File: config.mk
export PLATFORM = sky130hd
export DESIGN_NAME = imem_fetch_ctrl
export DESIGN_NICKNAME = d
export VERILOG_FILES = /design/src/rtl/imem_fetch_ctrl_pkg.sv /design/src/rtl/fetch_skid_fifo.sv /design/src/rtl/imem_fetch_ctrl.sv
export SDC_FILE = /design/constraint.sdc
export NUM_CORES = 1
export LEC_CHECK = 0
export BUFFER_PORTS_ARGS = -buffer_cell sky130_fd_sc_hd__buf_2
export CAP_MARGIN = 5
export CELL_PAD_IN_SITES_DETAIL_PLACEMENT = 1
export CELL_PAD_IN_SITES_GLOBAL_PLACEMENT = 1
export CORE_MARGIN = 1
export CORE_UTILIZATION = 40
export DETAILED_ROUTE_END_ITERATION = 8
export HOLD_SLACK_MARGIN = 0.1
export PLACE_DENSITY_LB_ADDON = 0.1
export SYNTH_ARGS = -nofsm -noshare
export SYNTH_HDL_FRONTEND = slang
export SYNTH_HIERARCHICAL = 1
export SYNTH_SLANG_ARGS = --single-unit
File: constraint.sdc
create_clock -name clk_i -period 3.3 [get_ports clk_i]
set_input_delay 0.165 -clock clk_i [delete_from_list [all_inputs] [get_ports clk_i]]
set_output_delay 0.165 -clock clk_i [all_outputs]
set_load 0.02 [all_outputs]
File: src/rtl/imem_fetch_ctrl_pkg.sv
// Shared processor definitions for the instruction fetch stage: fetch FSM
// state encoding and instruction word geometry.
package imem_fetch_ctrl_pkg;

  typedef enum logic [1:0] {
    StIdle  = 2'd0,
    StRun   = 2'd1,
    StFault = 2'd2
  } fetch_state_e;

  localparam int unsigned InstrWidth = 32;
  localparam int unsigned InstrBytes = InstrWidth / 8;

endpackage

File: src/rtl/fetch_skid_fifo.sv
// Two-entry {pc, instruction} buffer between fetch and decode. Flush wins over
// push/pop; a push is refused when full even if a pop happens the same cycle.
module fetch_skid_fifo #(
  parameter int unsigned AddrWidth = 32,
  parameter int unsigned DataWidth = 32
) (
  input  logic                 clk_i,
  input  logic                 rst_ni,
  input  logic                 flush_i,
  input  logic                 push_i,
  input  logic [AddrWidth-1:0] push_pc_i,
  input  logic [DataWidth-1:0] push_instr_i,
  input  logic                 pop_i,
  output logic [1:0]           count_o,
  output logic [AddrWidth-1:0] head_pc_o,
  output logic [DataWidth-1:0] head_instr_o
);

  logic [AddrWidth-1:0] pc_q    [2];
  logic [DataWidth-1:0] instr_q [2];
  logic                 wr_ptr_q, wr_ptr_d;
  logic                 rd_ptr_q, rd_ptr_d;
  logic [1:0]           count_q, count_d;
  logic                 do_push, do_pop;

  always_comb begin
    do_push  = push_i && (count_q != 2'd2) && !flush_i;
    do_pop   = pop_i && (count_q != 2'd0) && !flush_i;
    wr_ptr_d = wr_ptr_q ^ do_push;
    rd_ptr_d = rd_ptr_q ^ do_pop;
    count_d  = count_q + {1'b0, do_push} - {1'b0, do_pop};
    if (flush_i) begin
      wr_ptr_d = 1'b0;
      rd_ptr_d = 1'b0;
      count_d  = 2'd0;
    end
  end

  always_ff @(posedge clk_i or negedge rst_ni) begin
    if (!rst_ni) begin
      wr_ptr_q   <= 1'b0;
      rd_ptr_q   <= 1'b0;
      count_q    <= 2'd0;
      pc_q[0]    <= '0;
      pc_q[1]    <= '0;
      instr_q[0] <= '0;
      instr_q[1] <= '0;
    end else begin
      wr_ptr_q <= wr_ptr_d;
      rd_ptr_q <= rd_ptr_d;
      count_q  <= count_d;
      if (do_push) begin
        pc_q[wr_ptr_q]    <= push_pc_i;
        instr_q[wr_ptr_q] <= push_instr_i;
      end
    end
  end

  assign count_o      = count_q;
  assign head_pc_o    = pc_q[rd_ptr_q];
  assign head_instr_o = instr_q[rd_ptr_q];

endmodule

File: src/rtl/imem_fetch_ctrl.sv
// Instruction fetch controller: walks the PC through a combinational-read
// instruction memory, buffers words for decode and faults on out-of-range PCs.
module imem_fetch_ctrl
  import imem_fetch_ctrl_pkg::*;
#(
  parameter int unsigned ADDR_WIDTH = 32,
  parameter int unsigned DATA_WIDTH = InstrWidth,
  parameter int unsigned MEM_BYTES  = 24,
  parameter int unsigned RESET_PC   = 0
) (
  input  logic                  clk_i,
  input  logic                  rst_ni,
  input  logic                  en_i,
  input  logic                  redirect_i,
  input  logic [ADDR_WIDTH-1:0] redirect_pc_i,
  output logic [ADDR_WIDTH-1:0] imem_addr_o,
  input  logic [DATA_WIDTH-1:0] imem_rd_i,
  output logic                  out_valid_o,
  input  logic                  out_ready_i,
  output logic [DATA_WIDTH-1:0] out_instr_o,
  output logic [ADDR_WIDTH-1:0] out_pc_o,
  output logic                  fault_o,
  output logic [ADDR_WIDTH-1:0] fault_addr_o
);

  localparam logic [ADDR_WIDTH:0] MemEnd  = (ADDR_WIDTH+1)'(MEM_BYTES);
  localparam logic [ADDR_WIDTH:0] WordInc = (ADDR_WIDTH+1)'(InstrBytes);

  fetch_state_e          state_q, state_d;
  logic [ADDR_WIDTH-1:0] pc_q, pc_d;
  logic [ADDR_WIDTH-1:0] fault_addr_q, fault_addr_d;
  logic [1:0]            count;
  logic                  push, pop, flush;
  logic [ADDR_WIDTH:0]   pc_end;
  logic                  fetch_ok;

  // One extra bit so a PC near the top of the address space cannot wrap into range.
  assign pc_end   = {1'b0, pc_q} + WordInc;
  assign fetch_ok = (pc_end <= MemEnd);

  always_comb begin
    state_d      = state_q;
    pc_d         = pc_q;
    fault_addr_d = fault_addr_q;
    push         = 1'b0;
    flush        = 1'b0;
    pop          = (count != 2'd0) && out_ready_i;
    if (redirect_i) begin
      flush = 1'b1;
      pop   = 1'b0;
      if (redirect_pc_i[1:0] != 2'b00) begin
        state_d      = StFault;
        fault_addr_d = redirect_pc_i;
      end else begin
        pc_d    = redirect_pc_i;
        state_d = en_i ? StRun : StIdle;
      end
    end else begin
      unique case (state_q)
        StIdle: begin
          if (en_i) state_d = StRun;
        end
        StRun: begin
          if (!en_i) begin
            state_d = StIdle;
          end else if (!fetch_ok) begin
            state_d      = StFault;
            fault_addr_d = pc_q;
          end else if (count != 2'd2) begin
            push = 1'b1;
            pc_d = pc_end[ADDR_WIDTH-1:0];
          end
        end
        StFault: ;
        default: state_d = StIdle;
      endcase
    end
  end

  always_ff @(posedge clk_i or negedge rst_ni) begin
    if (!rst_ni) begin
      state_q      <= StIdle;
      pc_q         <= ADDR_WIDTH'(RESET_PC);
      fault_addr_q <= '0;
    end else begin
      state_q      <= state_d;
      pc_q         <= pc_d;
      fault_addr_q <= fault_addr_d;
    end
  end

  fetch_skid_fifo #(
    .AddrWidth(ADDR_WIDTH),
    .DataWidth(DATA_WIDTH)
  ) u_fifo (
    .clk_i       (clk_i),
    .rst_ni      (rst_ni),
    .flush_i     (flush),
    .push_i      (push),
    .push_pc_i   (pc_q),
    .push_instr_i(imem_rd_i),
    .pop_i       (pop),
    .count_o     (count),
    .head_pc_o   (out_pc_o),
    .head_instr_o(out_instr_o)
  );

  assign imem_addr_o  = pc_q;
  assign out_valid_o  = (count != 2'd0);
  assign fault_o      = (state_q == StFault);
  assign fault_addr_o = fault_addr_q;

endmodule

==> run metrics <==
detailed placement HPWL 19.1 mm; Least-Margin Pin Slew 0.737 ns; skew final 0.0143 ns; Cell variety after synth 54; clock latency at the later pin of the worst-skew pair 0.44 ns; largest family of logic cells by synthesized area multiplexers; placed cell area 11,200 µm²; row count 56; leakage 6.22 nW; Post-Syn Nets 835; ys flop type dfrtp_1; max_cap viols 0; RSZ-0062 raised after global routing true; final setup vio count 0; HP Class primary input to flop; Synth Area per Inst 12.6 µm²; total power 5.90 mW; global route overflow 0; CP Data Required Time 3.62 ns; core area 23,500 µm²; Ys Warns 6; DR iter-0 viols 307; initial antenna violation count 1; Synth Register Bits 198; EDFF count, synth 0; CTS sink cnt 198; post-synthesis mux area share 0.239; detailed-route via count 7,315; First-pass DRT Iterations 4; Final period util 0.956; Pins Over Slew Limit 0; Avg Vias per Cell 5.26; Post-Syn Area 9550 µm²; Synth Area in Simple Gates 0.0890; status finished, final reports clean; Worst Setup Path Type flop to flop; drt drc 0; Final Hold Violating Endpoints 0; largest net degree at the start of global routing 73; Compound-Gate Fraction of Synth Area 0.0938; H-tree depth 4; Post-Synth Adder-Cell Area 0.00786; vias in the first global route 7,952; peak fanout along the critical path 17; root buffer cell clkbuf_16; Max Root-Sink Buffers 2; die span in x 157 µm; Max rail drop VDD 0.000239 V; Worst EP arrival 3.47 ns; routed wire length 27.6 mm; Layout Nets 1,134; Highest Clock Rate 317 MHz; DR WL/cell 19.8 µm; P per Cell Area 470 nW/µm²; height of the die 157 µm; minimum clock period 3.16 ns; XOR/XNOR Fraction of Synth Area 0.00878; RD Place Congestion 0.862; Total GRT Usage 0.233; Worst-path clk slew 0.07 ns; Initial Util 0.407; area delta synth->final 31.5%; Total Die Area 24,500 µm²; layout cells sized above 1 0.495; CTS tree done; Async S/R FF share, synth 1.00; Antenna Nets Post-Route 0; CP startpoint kind flop; Port Buffers 198; first-pass GRT wire length 43.6 mm; CTS Buf Count 17; worst relative slew slack 0.509; I/O Pins 199; Setup crit end kind flop; Synth Instances 760; design area 12,600 µm²; post-synthesis sequential area ratio 0.519
routing by layer:
| layer | share of wire | wire, µm | track usage | vias to the layer above |
|---|---|---|---|---|
| met5 | 0 | 0 | 0 | - |
| met4 | 0.0085 | 235 | 0.0663 | 0 |
| met3 | 0.040 | 1120 | 0.0421 | 18 |
| met2 | 0.51 | 14000 | 0.407 | 173 |
| met1 | 0.44 | 12200 | 0.295 | 3769 |
| li1 | - | - | - | 3355 |
cell type report:
cell class,count,area (µm²)
Clock buffer,20,467
Tap cell,319,399
Inverter,13,48.8
Multi-Input combinational cell,496,4260
Sequential cell,198,4970
Fill cell,2479,10900
Clock inverter,12,133
Timing Repair Buffer,333,2270
Antenna cell,1,2.50
kinds of logic (layout without fill, tap and decap cells):
kind of cell,count (synthesis),in the layout
mux,203,203
compound gates,116,116
buf+inv,66,378
flops,198,198
xor+xnor,8,8
simple gates,163,163
fa+ha+maj,6,6
other cells,0,1
sequential cells by signal, indices dropped and copies added (netlist names):
name             cells
u_fifo/instr_q      64
u_fifo/pc_q         64
fault_addr_o        32
imem_addr_o         32
state_q              2
u_fifo/count_o       2
u_fifo/rd_ptr_q      1
u_fifo/wr_ptr_q      1
timing repair:
action,in CTS,in global routing
pin swaps,0,2
setup buffers,0,5
hold endpoints to repair,178,0
resized for setup,1,9
endpoints found under the setup margin,35,130
hold buffers,63,0
gates cloned,0,1
critical path: stages, from the launching register on:
cell and delay (ns):
dfrtp_2 0.40, buf_6 0.13, and4_4 0.23, nand4_1 0.13, mux2_1 0.33, o22a_1 0.23, nor4_4 0.27, nand4b_2 0.15
nor2_2 0.12, and3b_2 0.25, ha_4 0.22, clkbuf_16 0.22, mux2_2 0.35
power breakdown:
part | leakage [nW] | total (mW) | switching, mW | internal [mW]
registers | 2.59 | 2.67 | 0.122 | 2.55
clock network | 0.291 | 2.11 | 0.980 | 1.13
logic | 3.34 | 1.12 | 0.659 | 0.460
cell usage in the layout, fill, tap and decap left out, types with 10 or more instances in the layout:
master | synthesis | routed
dlygate4sd3_1 | 0 | 63
o22a_1 | 41 | 41
a21oi_1 | 13 | 13
and3_1 | 11 | 10
nand4_1 | 14 | 14
dfrtp_1 | 198 | 186
nand2_1 | 51 | 51
buf_4 | 6 | 62
dfrtp_2 | 0 | 12
nand3_1 | 14 | 14
buf_2 | 11 | 197
o21a_1 | 31 | 31
mux2_2 | 197 | 197
inv_1 | 12 | 12
nor2_1 | 33 | 32
clkbuf_16 | 0 | 18
worst paths after layout:
kind / from / end / slack (ns) / cells past startpoint
min in group asynchronous: rst_ni / u_fifo/instr_q[6] / 0.30 / 2
max in group asynchronous: rst_ni / imem_addr_o[30] / 2.07 / 3
hold reg to reg: fault_addr_o[17] / fault_addr_o[17] / 0.49 / 1
setup reg to reg: imem_addr_o[3] / u_fifo/pc_q[50] / 0.14 / 12
hold / removal: redirect_pc_i[30] / imem_addr_o[30] / 0.12 / 3
setup / recovery: imem_addr_o[3] / u_fifo/pc_q[50] / 0.14 / 12
synth_stat cells (3+ instances only):
master,instances,share of area
dfrtp_1,198,0.52
mux2_2,197,0.23
nand2_1,51,0.020
o22a_1,41,0.038
nor2_1,33,0.013
o21a_1,31,0.024
clkbuf_1,19,0.0075
buf_6,17,0.020
nand3_1,14,0.0073
nand4_1,14,0.0092
a21oi_1,13,0.0068
inv_1,12,0.0047
and3_1,11,0.0072
buf_2,11,0.0058
nor3_1,7,0.0037
nor4_1,7,0.0046
buf_4,6,0.0047
ha_1,6,0.0079
a31oi_1,5,0.0033
and4_1,5,0.0046
mux2i_1,5,0.0052
xnor2_1,5,0.0046
nor2b_1,4,0.0026
o21ai_0,4,0.0021
a211oi_1,3,0.0024
and2_1,3,0.0020
o221a_2,3,0.0035
metrics by stage:
step            util  setup TNS [ns]  setup WS, ns  instances  hold slack (ns)
3_3_place_gp   0.478               0        0.0740       1290            0.199
2_1_floorplan      -               0       0.00285        760           -0.131
6_report       0.535               0         0.144       1392            0.120
4_1_cts        0.530               0        0.0227       1385            0.103
3_5_place_dp   0.478               0       0.00182       1290            0.214
5_1_grt        0.535           -1.27       -0.0397       1392            0.108
Note: power is estimated with default switching activity, not from simulation.
